[config.mk]
export PLATFORM = sky130hd
export DESIGN_NAME = uart_rx
export DESIGN_NICKNAME = d
export VERILOG_FILES = /design/src/rtl/uart_rx.sv
export SDC_FILE = /design/constraint.sdc
export NUM_CORES = 1
export LEC_CHECK = 0
export BUFFER_PORTS_ARGS = -buffer_cell sky130_fd_sc_hd__buf_2
export CORE_MARGIN = 2
export CORE_UTILIZATION = 59
export DETAILED_ROUTE_END_ITERATION = 6
export PLACE_DENSITY = 0.88
export SLEW_MARGIN = 10
export SYNTH_ARGS = -nofsm -noshare
export SYNTH_HDL_FRONTEND = slang
export SYNTH_SLANG_ARGS = --single-unit
[constraint.sdc]
create_clock -name clk -period 3.7 [get_ports clk]
set_clock_uncertainty 0.2 [all_clocks]
set_input_delay 0.37 -clock clk [delete_from_list [all_inputs] [get_ports clk]]
set_output_delay 0.37 -clock clk [all_outputs]
set_load 0.1 [all_outputs]
[src/rtl/uart_rx.sv]
// 8N1 UART receiver: 2-FF synchronised input, falling-edge start detect, mid-bit sampling,
// valid/ack byte handshake with sticky overrun and one-cycle framing-error pulse.
module uart_rx #(
    parameter int CLK_MHZ = 12,
    parameter int BAUD    = 9600
) (
    input  logic       clk,
    input  logic       rst,
    input  logic       rx,
    output logic [7:0] recvData,
    output logic       recvValid,
    input  logic       recvAck,
    output logic       overrun,
    output logic       frameErr,
    output logic       busy
);
    localparam int BIT  = (1000000 * CLK_MHZ) / BAUD;
    localparam int HALF = BIT / 2;
    localparam logic [15:0] BIT_M1  = 16'(BIT - 1);
    localparam logic [15:0] HALF_M1 = 16'(HALF - 1);

    typedef enum logic [2:0] {
        ST_IDLE,
        ST_START,
        ST_DATA,
        ST_STOP,
        ST_WAIT_IDLE
    } state_t;

    state_t      r_state;
    logic        r_rx_meta;
    logic        r_rx_s;
    logic        r_rx_p;
    logic [15:0] r_cnt;
    logic [2:0]  r_bitcnt;
    logic [7:0]  r_shift;
    logic [7:0]  r_data;
    logic        r_valid;
    logic        r_overrun;
    logic        r_frame_err;
    logic        w_start_edge;

    // Regs reset low so a line held low through reset cannot fake a start edge.
    always_ff @(posedge clk) begin
        if (rst) begin
            r_rx_meta <= 1'b0;
            r_rx_s    <= 1'b0;
            r_rx_p    <= 1'b0;
        end else begin
            r_rx_meta <= rx;
            r_rx_s    <= r_rx_meta;
            r_rx_p    <= r_rx_s;
        end
    end

    assign w_start_edge = r_rx_p && !r_rx_s;

    always_ff @(posedge clk) begin
        if (rst) begin
            r_state     <= ST_IDLE;
            r_cnt       <= 16'd0;
            r_bitcnt    <= 3'd0;
            r_shift     <= 8'd0;
            r_data      <= 8'd0;
            r_valid     <= 1'b0;
            r_overrun   <= 1'b0;
            r_frame_err <= 1'b0;
        end else begin
            r_frame_err <= 1'b0;
            if (recvAck && r_valid) begin
                r_valid   <= 1'b0;
                r_overrun <= 1'b0;
            end
            if (r_cnt != 16'd0) begin
                r_cnt <= r_cnt - 16'd1;
            end

            case (r_state)
                ST_IDLE: begin
                    if (w_start_edge) begin
                        r_cnt   <= HALF_M1;
                        r_state <= ST_START;
                    end
                end
                ST_START: begin
                    if (r_cnt == 16'd0) begin
                        if (!r_rx_s) begin
                            r_cnt    <= BIT_M1;
                            r_bitcnt <= 3'd0;
                            r_state  <= ST_DATA;
                        end else begin
                            r_state <= ST_IDLE;
                        end
                    end
                end
                ST_DATA: begin
                    if (r_cnt == 16'd0) begin
                        r_shift  <= {r_rx_s, r_shift[7:1]};
                        r_bitcnt <= r_bitcnt + 3'd1;
                        r_cnt    <= BIT_M1;
                        if (r_bitcnt == 3'd7) begin
                            r_state <= ST_STOP;
                        end
                    end
                end
                ST_STOP: begin
                    if (r_cnt == 16'd0) begin
                        if (r_rx_s) begin
                            // A coincident ack consumes the old byte, so overrun is only set without one.
                            r_data  <= r_shift;
                            r_valid <= 1'b1;
                            if (r_valid && !recvAck) begin
                                r_overrun <= 1'b1;
                            end
                            r_state <= ST_IDLE;
                        end else begin
                            r_frame_err <= 1'b1;
                            r_state     <= ST_WAIT_IDLE;
                        end
                    end
                end
                ST_WAIT_IDLE: begin
                    if (r_rx_s) begin
                        r_state <= ST_IDLE;
                    end
                end
                default: r_state <= ST_IDLE;
            endcase
        end
    end

    assign recvData  = r_data;
    assign recvValid = r_valid;
    assign overrun   = r_overrun;
    assign frameErr  = r_frame_err;
    assign busy      = (r_state != ST_IDLE);

endmodule

# == Word-level counts from Yosys, hierarchy flattened ==
# Cells that the tools add are included.
# W data, S select, Z words.
# word_totals
ff_bits,44
output_inout_bits,12
word_cells,71
# op_classes
add_sub_neg,2
eq_ne,12
mux,29
n_bitwise,2
reduce_logical,15
# ops
cell,count
$mux W16,5
$pmux W16 S3,1
$mux W3,10
$logic_not A16 Y1,1
$reduce_bool A16 Y1,1
$sub A16 B1 Y16 const B,1
$pmux W3 S5,1
$ne A2 B2 Y1 const B,7
$mux W1,10
$eq A3 B2 Y1 const B,2
$eq A3 B3 Y1 const B,2
$pmux W3 S2,1
$reduce_and A6 Y1,1
$reduce_and A4 Y1,1
$add A3 B1 Y3 const B,1
$eq A3 B1 Y1 const B,1
$logic_and A1 B1 Y1,3
$logic_not A3 Y1,1
$reduce_and A3 Y1,1
$reduce_bool A3 Y1,1
$reduce_or A3 Y1,1
$logic_not A1 Y1,2
$mux W2,1
$not A1 Y1,2
2 further kinds,2

# == Logic depth before layout (Yosys ltp) ==
# Gate-level depths: netlist (run 1).
# depth
depth_word,6
ltp_mapped,10
ltp_nobuf,10

# == Least setup slack after synthesis (run 1) ==
# No wires, ideal clock.
# synth_timing
path_type,register to register
start,reg r_cnt[0]
end,reg r_cnt[0]
setup_ns,0.076
arrival_time_ns,2.463
required_ns,3.424
slack_ns,0.961
path_stages_with_launch,11
path_buffers,0
synth_period_minus_slack_ns,2.739
path_cell_list,dfxtp_1 > inv_1 > ha_1 > or4b_4 > nor4_4 > inv_2 > ha_1 > inv_1 > o32a_1 > o22a_1 > o22ai_1
# synth_between
elab_chain_cells,5
word_cells_on_any_way,9
cone_classes,add/sub: 1; mux: 6; reduce/logical: 2
# synth_rtl
item,line,rtl
"start, declared",34,logic [15:0] r_cnt;
"start signal, assigned",75,r_cnt <= r_cnt - 16'd1;
$sub A16 B1 Y16 or $reduce_bool A16 Y1 (tied branches),"75, 74",
$mux W16,74,if (r_cnt != 16'd0) begin
$mux W16,87,if (!r_rx_s) begin
$mux W16,86,if (r_cnt == 16'd0) begin
$pmux W16 S3 *,78,case (r_state)
# Every way passes the cells marked *; elsewhere a longest branch is shown, timed or not.
# A chain may end at the register's enable or synchronous reset.

# == Worst setup path after layout (run 1) ==
# Same ends and word-level chain as after synthesis.

==> flow_results.org, run 1 <==
** Finish
- In the final layout, the multi-input gates occupy 1160 µm².
- Layout cells sized above 1 :: 16.5%
- The sequential cells in the finished layout cover a total of 881 µm².
- Counting the fill cells in the layout gives 249.
- Compared with the post-synthesis result, the final layout area differs by 8.37%.
- ANT cells :: 0
- For this run, the post-layout net count is between 200 and 300.

** Routing
- Wire length after detailed routing :: 4.37 mm
- In this run the remaining antenna-violating nets after routing total 0.
- In this run, the number of DRC markers left after iteration 0 of detailed routing was 75.
- For this run, the detailed router's first-pass iteration total came to 4.
- Residual DRC count :: 0
- The routed layout has 1,780 vias.
- After detailed routing, the average wire length per cell comes to 14.9 µm.
- Via density :: 6.05

** Critical path
- Crit path launch type :: register
- For the worst flop-to-flop path, the logic depth is 10.
- Nature of the critical path endpoint :: register
- Biggest fanout along the worst timing path :: 6
- R2R Setup Slk :: between 0.7 and 0.8 ns
- The worst register-to-register path ends at r_cnt[0].
- Gate family responsible for the most delay along the worst path :: simple AND/OR/NAND/NOR gates
- The critical path goes through inv_1, ha_1, or4b_4, nor4_4, inv_2, ha_1, inv_1, o32a_1, o22a_1, o22ai_1.
- Critical Setup Path Class :: register to register
- Among all stages on the critical path, the largest delay is contributed by sky130_fd_sc_hd__or4b_4.
- Crit path arrival time :: 3.09 ns
- In this design, the stage delay of the slowest critical-path cell is 0.51 ns.
- Data on the critical path is required at its endpoint by 3.81 ns.
- WP buf/inv :: 3
- The startpoint identified for the worst register-to-register timing path is r_cnt[0].

** Global route
- The first global-routing pass estimated 7.62 mm of wire.
- Leftover overflow at the end of global routing :: 0
- Maximum number of pins on one net before global-route repair :: 20
- GRT Resource Usage Total :: a little under a quarter
- The number of global-route vias before repair is 1,648.
- The number of antenna violations at the first check in global routing was 0.

** STA
- Unrepaired setup endpoints after global routing :: no
- The hold violation total from the final report was 0.
- Transition time of the tightest slew-check pin :: 0.833 ns
- After layout, the worst path uses 80.6% of the clock period.
- Across all hold checks on the routed design, the worst slack comes to 0.0225 ns.
- Setup Viol. Count Final :: 0
- Peak Freq :: 335 MHz
- The max-slew violation total from the final report is 0.
- Final TNS setup :: 0 ns
- The worst pin sits at a relative slew slack of 44.0%.
- Post-route minimum period :: around 3.0 ns
- Post-route worst setup slack :: 0.716 ns

** Clock network
- TritonCTS Sinks :: 44
- Maximum clock path buffer count :: 2
- TritonCTS built the clock tree.
- Cts bufs inserted :: 5
- Post-CTS Setup Bufs :: 0
- In this run the clock root is driven by a sky130_fd_sc_hd__clkbuf_4.
- The later pin in the worst-skew pair is clocked with a latency of 0.37 ns.
- In this run, post-CTS hold repair placed 0 buffers.
- Cells resized by post-CTS repair :: 0
- After clock tree synthesis, the clock-pin slew on the worst setup and hold paths is 0.14 ns.
- CTS H-Tree Depth :: 2

** Yosys
- The average instance in the mapped netlist occupies between 9 and 10 µm².
- Fraction of the yosys area taken by sequential cells :: 41.5%
- Ys Warns :: 0
- Ranked by total cell area, the synthesized netlist is headed by sky130_fd_sc_hd__dfxtp_1 (42%), sky130_fd_sc_hd__mux2i_1 (7.5%), sky130_fd_sc_hd__nand2_1 (4.6%), sky130_fd_sc_hd__a21oi_1 (4.0%), sky130_fd_sc_hd__ha_1 (2.9%).
- Net count after synthesis :: 243
- Asr flop ratio synth :: 0%
- In the synthesized netlist the dominant register cell turns out to be sky130_fd_sc_hd__dfxtp_1.
- Post-synth design cell area :: roughly 2100 µm²
- Number of standard cells after synthesis :: 234
- The synthesized design spends more area on one cell type than any other, namely sky130_fd_sc_hd__dfxtp_1.
- The synthesized design contains 0 enable-type register cells.
- The synthesized netlist contains 50 unique library cells.
- In this run the biggest area consumer among cell types represents 41.5% of the synthesized area.
- #FFs+latches synth :: 44

** Floorplan
- Die area :: 4090 µm²
- From left edge to right edge, the die measures 64.0 µm.
- Initial core utilization :: 62.6%
- The core region is 3390 µm².
- 16 I/O pins were placed.
- Floorplan row count :: 21
- The die is 64.0 µm tall.

** Placed design
- Worst slack after detailed placement :: approximately 0.77 ns
- The congestion estimate from routability-driven global placement came to 0.892.
- Detailed placement finished with a half-perimeter wire length of 3.17 mm.
- Number of buffers added on ports :: 15

** Min path
- For hold timing, the worst endpoint is r_rx_meta.
- Hold depth :: 2
- The worst hold path begins at rx.
- Hold Crit Class :: primary input to register

** Power and ir drop
- For this design the static power due to leakage is 0.929 nW.
- The design draws 1.92 mW.
- Power density over cell area :: 834 nW/µm²
- Peak supply drop :: around 0.62 mV

** Outcome
- The flow ran to the end, and the final reports show no timing, DRC or antenna violations.

** Flow run
- Across the run, the number of max-cap violations was 0.
how the worst max path moves through the flow:
stage                   from  endpoint  cells after the start
detailed placement  r_cnt[0]  r_cnt[0]                     10
finish              r_cnt[0]  r_cnt[0]                     10
global placement    r_cnt[0]  r_cnt[0]                     10
floorplan           r_cnt[0]  r_cnt[0]                     10
global route        r_cnt[0]  r_cnt[0]                     10
CTS                 r_cnt[0]  r_cnt[0]                     10
layer usage:
metal	wire length, µm	track usage (%)
met1	2100	31.7
met2	2010	37.1
met3	205	5.46
met4	58	8.15
met5	0	0
placed cells by master, fill, tap and decap left out, types with 2 or more instances in the layout:
cell and instances:
sky130_fd_sc_hd__dfxtp_1 44, sky130_fd_sc_hd__nand2_1 26, sky130_fd_sc_hd__a21oi_1 17, sky130_fd_sc_hd__mux2i_1 16, sky130_fd_sc_hd__buf_2 15, sky130_fd_sc_hd__o21ai_0 12
sky130_fd_sc_hd__nor2b_1 8, sky130_fd_sc_hd__nor2_1 8, sky130_fd_sc_hd__or3_1 6, sky130_fd_sc_hd__inv_1 6, sky130_fd_sc_hd__or4_1 6, sky130_fd_sc_hd__nor4_1 5
sky130_fd_sc_hd__or2_2 5, sky130_fd_sc_hd__nand3_1 5, sky130_fd_sc_hd__ha_1 5, sky130_fd_sc_hd__clkbuf_4 5, sky130_fd_sc_hd__nor3_1 4, sky130_fd_sc_hd__nand3b_1 4
sky130_fd_sc_hd__a211oi_1 4, sky130_fd_sc_hd__nand2b_1 3, sky130_fd_sc_hd__nand4_1 3, sky130_fd_sc_hd__a31oi_1 3, sky130_fd_sc_hd__or4_4 2, sky130_fd_sc_hd__nor4_4 2
sky130_fd_sc_hd__inv_2 2, sky130_fd_sc_hd__nor3b_1 2, sky130_fd_sc_hd__o21ai_1 2, sky130_fd_sc_hd__o21a_1 2, sky130_fd_sc_hd__o32ai_1 2
flip-flops by register name, summed over array words and instances (netlist names), named ones only:
name       cells
r_rx_s         1
r_shift        8
r_cnt         16
r_rx_p         1
frameErr       1
r_state        3
recvData       8
recvValid      1
r_rx_meta      1
r_bitcnt       3
cell type report:
| class | instances | area share [%] |
|---|---|---|
| flip-flops and latches | 44 | 38.3 |
| well taps | 46 | 2.50 |
| repair buffers | 16 | 3.59 |
| multi-input cells | 172 | 50.7 |
| clock inverters | 3 | 2.01 |
| clock buffers | 5 | 1.63 |
| inverters | 8 | 1.31 |
report_power, final:
part	internal (mW)	switching, mW
logic	0.394	0.545
registers	0.557	0.115
clock network	0.144	0.163
logic make-up after synthesis:
group / count (synthesis) / share of synthesized area (%)
XOR/XNOR: 1 / 0.413
AO/OA/AOI/OAI: 54 / 16.1
AND/OR/NAND/NOR: 95 / 27.4
flip-flops: 44 / 41.5
multiplexers: 17 / 8.08
buffers and inverters: 18 / 3.60
adder cells (fa/ha/maj): 5 / 2.95
cells in the mapped netlist, types with 3 or more instances:
master	instances
sky130_fd_sc_hd__mux2i_1	16
sky130_fd_sc_hd__or3_1	6
sky130_fd_sc_hd__nand2b_1	3
sky130_fd_sc_hd__nand4_1	3
sky130_fd_sc_hd__dfxtp_1	44
sky130_fd_sc_hd__nor4_1	5
sky130_fd_sc_hd__or2_2	5
sky130_fd_sc_hd__nor2_1	8
sky130_fd_sc_hd__o21ai_0	12
sky130_fd_sc_hd__a21oi_1	17
sky130_fd_sc_hd__a211oi_1	4
sky130_fd_sc_hd__or4_1	6
sky130_fd_sc_hd__nor3_1	4
sky130_fd_sc_hd__nand3_1	5
sky130_fd_sc_hd__a31oi_1	3
sky130_fd_sc_hd__nor2b_1	8
sky130_fd_sc_hd__clkbuf_1	8
sky130_fd_sc_hd__nand2_1	26
sky130_fd_sc_hd__nand3b_1	4
sky130_fd_sc_hd__inv_1	6
sky130_fd_sc_hd__ha_1	5
metrics by stage:
stage | cell area [µm²] | utilization, % | cells
global route | 2300 | 67.8 | 294
finish | 2300 | 67.8 | 294
floorplan | 2120 | - | 234
detailed placement | 2220 | 65.4 | 286
global placement | 2220 | 65.4 | 286
CTS | 2300 | 67.8 | 294
Note: power is estimated with default switching activity, not from simulation.
==> inputs of run 2 (changes only) <==
==> constraint.sdc (replaced) <==
create_clock -name clk -period 2.8 [get_ports clk]
set_clock_uncertainty 0.2 [all_clocks]
set_input_delay 0.28 -clock clk [delete_from_list [all_inputs] [get_ports clk]]
set_output_delay 0.28 -clock clk [all_outputs]
set_load 0.1 [all_outputs]
==> run 2 against run 1 <==
Compared with the run above:
- global-route usage shrank 0.10 points
- first-iteration DRC count grew 51%
- combinational power grew 46%
- worst hold slack lost 0.014 ns
- critical path depth is the same
- wire length grew 5.0%
- via count grew 4.3%
- clock power grew 32%
- maximum frequency grew 11%
- sequential power grew 32%
- power grew 39%
- critical path type unchanged
- largest cell class unchanged
- largest power group unchanged
==> flow_results.org, run 2 (synthesized netlist as in run 1, its figures left out) <==
** Routing
- The routed layout has around 1,900 vias.
- Wire length after detailed routing :: 4.59 mm
- After the first detailed-routing iteration, the DRC count stood at 113.
- Residual DRC count :: 0
- Routed length per placed instance :: 15.1 µm
- Via density :: slightly above 6
- The pre-antenna-repair detailed-routing pass consisted of 4 iterations.
- Once detail routing completed, the nets flagged for antenna violations numbered 0.

** Finish
- Net count, final :: 265
- The repair_antennas step left the layout with diodes totalling 0.
- Layout-stage area growth over the synthesis result :: 12.2%
- Leading cell type in the layout, fill and taps excluded :: sky130_fd_sc_hd__dfxtp_1
- Largest Register :: r_cnt
- Most frequent cells in the layout :: sky130_fd_sc_hd__dfxtp_1 (42), sky130_fd_sc_hd__nand2_1 (26), sky130_fd_sc_hd__a21oi_1 (17)
- Max reg flops :: 16
- Layout cells sized above 1 :: between 20% and 30%

** Critical path
- Crit path launch type :: register
- The kind of cell with the highest combined delay along the critical path is simple AND/OR/NAND/NOR gates.
- STA classifies the critical path endpoint as a register.
- Cell breakdown of the critical path :: inv_2, ha_1, or4b_4, nor4_4, inv_2, ha_1, inv_1, o32a_1, o22a_1, o22ai_2
- STA puts the critical path data required time at 2.90 ns.
- The critical path in this run is classified as register to register.
- On the worst path, the slowest cell contributes a delay of about 0.50 ns.
- The critical path contains buffers and inverters numbering 3 combined.
- In this run the worst path has a maximum fanout of 5.
- Crit path arrival time :: ~2.8 ns
- Cell with the biggest individual delay on the critical path :: sky130_fd_sc_hd__or4b_4

** Floorplan
- After floorplanning, the core was sized to cover between 3000 and 4000 µm².
- In this run the count of I/O pins placed on the die edge is 16.
- Die outline width :: 64.0 µm
- Floorplan row count :: 21
- The initial utilization of the core area, before any placement, comes to 62.6%.
- The floorplan step defined a die boundary enclosing 4090 µm².
- Measured along the y axis, the die boundary spans 64.0 µm.

** STA
- The hold violation total from the final report came to 0.
- Across all setup checks in the final design, the least slack found is 0.103 ns.
- Transition time of the tightest slew-check pin :: 0.716 ns
- After layout, the worst path uses 96.3% of the clock period.
- Rel. slew slack :: 51.6%
- Subtracting the final worst setup slack from the clock period gives between 2 and 3 ns.
- The max-slew violation total from the final report was 0.
- Setup Viol. Count Final :: 0
- Final TNS setup :: 0 ns
- Unrepaired setup endpoints after global routing :: no
- Derived from the worst setup path, the maximum achievable clock frequency is 371 MHz.

** Flow run
- Maximum capacitance violations :: 0

** Placed design
- Gpl congestion :: 0.849
- Number of buffers added on ports :: 15
- At the placement stage, the worst setup path has a slack of 0.0478 ns.
- Estimated wirelength of the detail-placed design :: 3.24 mm

** Clock network
- Root Driver :: sky130_fd_sc_hd__clkbuf_4
- Clock-pin slew of the registers on the worst-case setup and hold paths :: 0.14 ns
- CTS tree :: done
- TritonCTS Sinks :: 44
- The H-tree generated during clock tree synthesis spans 2 levels.
- Cts bufs inserted :: 5
- Worst skew pair latency :: 0.36 ns
- Maximum clock path buffer count :: 2

** Power and ir drop
- Clk pwr share :: 15.3%
- In this run, the combinational gates consume 51.5% of the power.
- Sw Share :: about two fifths
- The worst-case IR drop observed on VDD is about 0.8 mV.
- Per report_power, the sequential group accounts for 33.2% of the total.
- For this design the static power due to leakage is 0.975 nW.
- The design draws 2.67 mW.
- The analysis attributes to net switching a power of 1.12 mW.
- Cell-internal power :: ~1.5 mW
- Power density over cell area :: 1120 nW/µm²

** Global route
- Global routing used 4.75% of the available met3 tracks.
- For met1 alone, demand over resource in global routing was 31.1%.
- The number of global-route vias before repair was 1,687.
- The number of antenna violations at the first check in global routing is 0.
- Most crowded layer after global routing :: met2
- GRT Resource Usage Total :: 23.5%
- The first global-routing pass estimated roughly 7.5 mm of wire.
- Maximum number of pins on one net before global-route repair :: 20
- Leftover overflow at the end of global routing :: 0
- For this run, global-route usage on met2 was measured as 37.9%.

** Min path
- Hold Crit Class :: primary input to register

** Outcome
- Outcome :: completed
-- run 2: path summary, 6_finish.rpt --
check	start	endpoint	slack, ns	cells after the start
worst max-delay path	r_cnt[0]	r_cnt[0]	0.10	10
worst min-delay path	recvAck	recvValid	0.008	3
worst min register to register	register	register	0.26	2
worst max register to register	r_cnt[0]	r_cnt[0]	0.10	10
-- run 2: per-stage QoR --
step                      std cells  utilization [%]  hold slack [ns]  area [µm²]
after floorplan                 234                -            0.208        2120
after global placement          292             66.7            0.224        2260
after detailed placement        292             66.7            0.245        2260
after CTS                       301             69.5           0.0106        2350
after global routing            303             70.2           0.0203        2380
final                           303             70.2          0.00835        2380
-- run 2: cell type report --
class | count | area [µm²]
multi-input cells | 172 | 1170
fillers | 245 | 1010
flip-flops and latches | 44 | 886
repair buffers | 25 | 153
well taps | 46 | 57.6
clock inverters | 3 | 46.3
clock buffers | 5 | 37.5
inverters | 8 | 30.0
-- run 2: worst min-delay path: stages --
cell and delay, ns:
sky130_fd_sc_hd__buf_2 0.08, sky130_fd_sc_hd__nand2b_1 0.10, sky130_fd_sc_hd__a21oi_1 0.07
-- run 2: power by group through the flow --
stage | Combinational (mW) | Clock (mW) | Sequential (mW)
final | 1.37 | 0.408 | 0.886
after CTS | 1.31 | 0.413 | 0.877
after global placement | 1.27 | 0 | 0.881
after floorplan | 1.02 | 0 | 0.837
after detailed placement | 1.30 | 0 | 0.893
after global routing | 1.50 | 0.437 | 0.910
-- run 2: per-layer routing --
layer | up-vias | part of all wire [%]
met5 | - | 0
met4 | 0 | 1.9
met3 | 9 | 4.4
met2 | 58 | 46
met1 | 882 | 47
li1 | 908 | -
-- run 2: what timing repair did --
item,in CTS,in global routing
buffers inserted,0,2
endpoints found under the setup margin,0,1
hold buffers,1,0
endpoints found under the hold margin,1,0
resized for setup,0,5
==> inputs of run 3 (changes only) <==
--- a/config.mk
+++ b/config.mk
@@ -5,9 +5,12 @@
 export SDC_FILE = /design/constraint.sdc
 export NUM_CORES = 1
 export LEC_CHECK = 0
+export ABC_AREA = 1
 export BUFFER_PORTS_ARGS = -buffer_cell sky130_fd_sc_hd__buf_2
+export CELL_PAD_IN_SITES_DETAIL_PLACEMENT = 0
+export CELL_PAD_IN_SITES_GLOBAL_PLACEMENT = 1
 export CORE_MARGIN = 2
-export CORE_UTILIZATION = 59
+export CORE_UTILIZATION = 43
 export DETAILED_ROUTE_END_ITERATION = 6
 export PLACE_DENSITY = 0.88
 export SLEW_MARGIN = 10
==> run 3 against run 2 <==
Compared with the run above:
- critical path depth grew 1
- synthesized cell count rose by 18%
- largest power group unchanged
- sequential power down 5.4%
- critical path type unchanged
- cell count is 15% higher
- first-iteration DRC count down 35%
==> flow_results.org, run 3 <==
** Floorplan
- The die covers 5370 µm².
- CORE AREA :: 4660 µm²
- Number of top-level pins :: 16
- Die Span Y :: 73.3 µm
- The floorplan has 25 rows.
- Initial core utilization :: 44.3%
- In this run the horizontal extent of the chip is 73.3 µm.

** STA
- Rel. slew slack :: 52.9%
- Peak Freq :: 475 MHz
- Final TNS setup :: 0 ns
- Setup violations remaining at the end of the flow were counted as 0.
- Transition time of the tightest slew-check pin :: 0.706 ns
- Endpoints failing hold :: 0
- Setup repair after global routing left no endpoint under its margin.
- Post-route minimum period :: 2.10 ns
- Number of pins with negative max-slew slack in the final report :: 0
- After layout, the worst path uses between 70% and 80% of the clock period.

** Placed design
- Summed over all nets, the half-perimeter wirelength after detailed placement is approximately 3 mm.
- # placed instances :: 340
- Gpl congestion :: 0.768
- The count of buffers added on input and output ports is 15.
- Instance area after placement :: about 2200 µm²

** Critical path
- At the worst endpoint, the required time is 2.81 ns.
- R2R Setup Slk :: about 0.7 ns
- Critical Setup Path Class :: register to register
- Of all nets on the critical path, the largest fanout is 21.
- Slowest stage delay, CP :: roughly 0.36 ns
- Crit path arrival time :: 2.12 ns
- Cell with the biggest individual delay on the critical path :: sky130_fd_sc_hd__dfxtp_1
- Cell breakdown of the critical path :: inv_1, ha_1, nand2_1, nor2_4, nand2_4, inv_1, nand2_1, nand2_1, inv_1, nand2_2, nor3_1
- Start point of the critical path :: r_cnt[0]
- STA classifies the critical path startpoint as a register.
- The most critical setup path has its endpoint at r_cnt[3].
- Reg2reg start :: r_cnt[0]
- In this run the critical register-to-register path is captured at r_cnt[3].
- For the worst flop-to-flop path, the logic depth is 11.
- The worst setup path is captured at a register.

** Flow run
- Maximum capacitance violations :: 0

** Outcome
- The run finished with clean final reports.

** Clock network
- Worst skew pair latency :: 0.29 ns
- The root buffer cell chosen for the clock tree is sky130_fd_sc_hd__clkbuf_8.
- Cts bufs inserted :: 5
- The longest clock path from root to sink contains 2 buffers.
- Cells resized by post-CTS repair :: 0
- Number of buffers added to fix hold violations after cts :: 1
- After clock tree synthesis, the clock-pin slew on the worst setup and hold paths is about 0.080 ns.
- Post-CTS Setup Bufs :: 0
- TritonCTS Sinks :: 44
- CTS H-Tree Depth :: 2
- CTS tree :: done

** Yosys
- Synthesis inferred 44 register bits.
- The top cell type by area accounts for between 40% and 50% of the synthesized area.
- Counting flops with an async set or reset pin after synthesis yields a share of 0%.
- By count the netlist is led by sky130_fd_sc_hd__nand2_1 (45), sky130_fd_sc_hd__dfxtp_1 (44), sky130_fd_sc_hd__nor2_1 (38).
- Average footprint of a synthesized cell :: 7.45 µm²
- Among all cell types in the netlist, the one instantiated most often is sky130_fd_sc_hd__nand2_1.
- The number of nets handed over by synthesis was 286.
- Ys Warns :: 0
- Yosys attributes the largest share of cell area to sky130_fd_sc_hd__dfxtp_1 (43%), sky130_fd_sc_hd__nand2_1 (8.2%), sky130_fd_sc_hd__a21oi_1 (7.0%), sky130_fd_sc_hd__nor2_1 (6.9%), sky130_fd_sc_hd__o21ai_0 (6.1%).
- Post-synthesis cell type count :: 28
- Of the synthesized area, sequential elements account for between 40% and 50%.
- EDFF count, synth :: 0
- The cell count after synthesis came out at 277.
- The mapped netlist covers approximately 2100 µm².
- sky130_fd_sc_hd__dfxtp_1 takes more of the synthesized area than any other cell.
- In the synthesized netlist the dominant register cell turns out to be sky130_fd_sc_hd__dfxtp_1.

** Power and ir drop
- Dividing total power by cell area gives a power density of 1000 nW/µm².
- Peak supply drop :: 0.436 mV
- Leakage power :: between 1 and 1.5 nW
- The design draws 2.27 mW.

** Routing
- Number of DRC markers after the initial detailed-route iteration :: 74
- In the final routed layout, each cell accounts on average for 12.2 µm.
- In the routed design, unresolved DRC markers number 0.
- Via density :: 5.11
- The final route contains 1,785 vias.
- Drt first pass iters :: 5
- Detail Route Antenna Nets :: 0
- The routed design has 4.24 mm of wire.

** Global route
- Entering global routing, the biggest net connects 26 pins.
- For this run, the total global-route usage over all layers was measured as 16.8%.
- Leftover overflow at the end of global routing :: 0
- The number of global-route vias before repair is ~1,600.
- The number of antenna violations at the first check in global routing is 0.
- The first global-routing pass estimated 7.00 mm of wire.

** Finish
- Once layout is complete, the cells apart from fillers number 349.
- Most frequent cells in the layout :: sky130_fd_sc_hd__nand2_1 (45), sky130_fd_sc_hd__dfxtp_1 (44), sky130_fd_sc_hd__nor2_1 (38)
- Cells fill 48.6% of the core in the end.
- Max reg flops :: 16
- The register with the most flip-flops in the final layout is r_cnt.
- The final layout contains 303 nets.
- The repair_antennas step left the layout with diodes totalling 0.
- Leading cell type in the layout, fill and taps excluded :: sky130_fd_sc_hd__nand2_1
- Final instance area :: roughly 2300 µm²
- Layout cells sized above 1 :: 14.2%
- Relative to the synthesized area, the layout overhead comes to 9.64%.

** Min path
- The worst hold path belongs to the class primary input to register.
-- run 3: cell count changes after synthesis, sizes merged, moves of 9 or more --
cell	before	now
mux2i	16	0
nand3	6	15
inv	8	31
nor2	8	47
a21oi	17	30
o21ai	14	26
nand2	26	50
-- run 3: stage by stage --
step	hold slack, ns	worst slack (ns)
after global placement	0.195	0.801
after detailed placement	0.200	0.709
final	0.0467	0.696
after floorplan	0.158	0.798
after global routing	0.0445	0.466
after CTS	0.0363	0.694
-- run 3: worst min-delay path by stage --
| stage | depth (start not counted) | slack [ns] | start | end |
|---|---|---|---|---|
| after global routing | 4 | 0.04 | recvAck | register |
| after CTS | 4 | 0.04 | recvAck | register |
| after global placement | 2 | 0.20 | r_rx_meta | r_rx_s |
| after detailed placement | 2 | 0.20 | r_rx_meta | r_rx_s |
| final | 4 | 0.05 | recvAck | register |
| after floorplan | 1 | 0.16 | rst | frameErr |
-- run 3: report_power, final --
group          switching (mW)  internal [mW]  leakage [nW]  total (mW)
clock network           0.213          0.174        0.0479       0.387
logic                   0.688          0.360         0.657        1.05
registers               0.104          0.734         0.358       0.838
total                    1.01           1.27          1.06        2.27
-- run 3: cell type report --
class                      count  area [µm²]
inverter                      31         116
fill                         488        2400
clock buffer                   5        68.8
tap                           54        67.6
sequential                    44         881
timing repair buffer          16        85.1
multi-input combinational    196        1030
clock inverter                 3        18.8
-- run 3: worst max-delay path, delay by kind of cell, from the launching register on --
kind | cells | cell delay (ns)
buffers and inverters | 3 | 0.32
adders and majority gates | 1 | 0.21
DFF | 1 | 0.36
and+or+nand+nor | 7 | 0.93
-- run 3: cell families after synthesis --
logic type	synth area share, %
compound gates	15.3
buf+inv	7.64
flops	42.7
xor+xnor	1.27
simple gates	30.1
fa+ha+maj	3.03
-- run 3: per-layer routing --
metal / vias up / part of all wire, % / wire length (µm) / global-route usage, %
li1: 940 / - / - / -
met1: 803 / 48 / 2020 / 21.3
met2: 38 / 48 / 2030 / 27.3
met3: 4 / 3.6 / 152 / 4.39
met4: 0 / 1.0 / 43 / 6.87
met5: - / 0 / 0 / 0
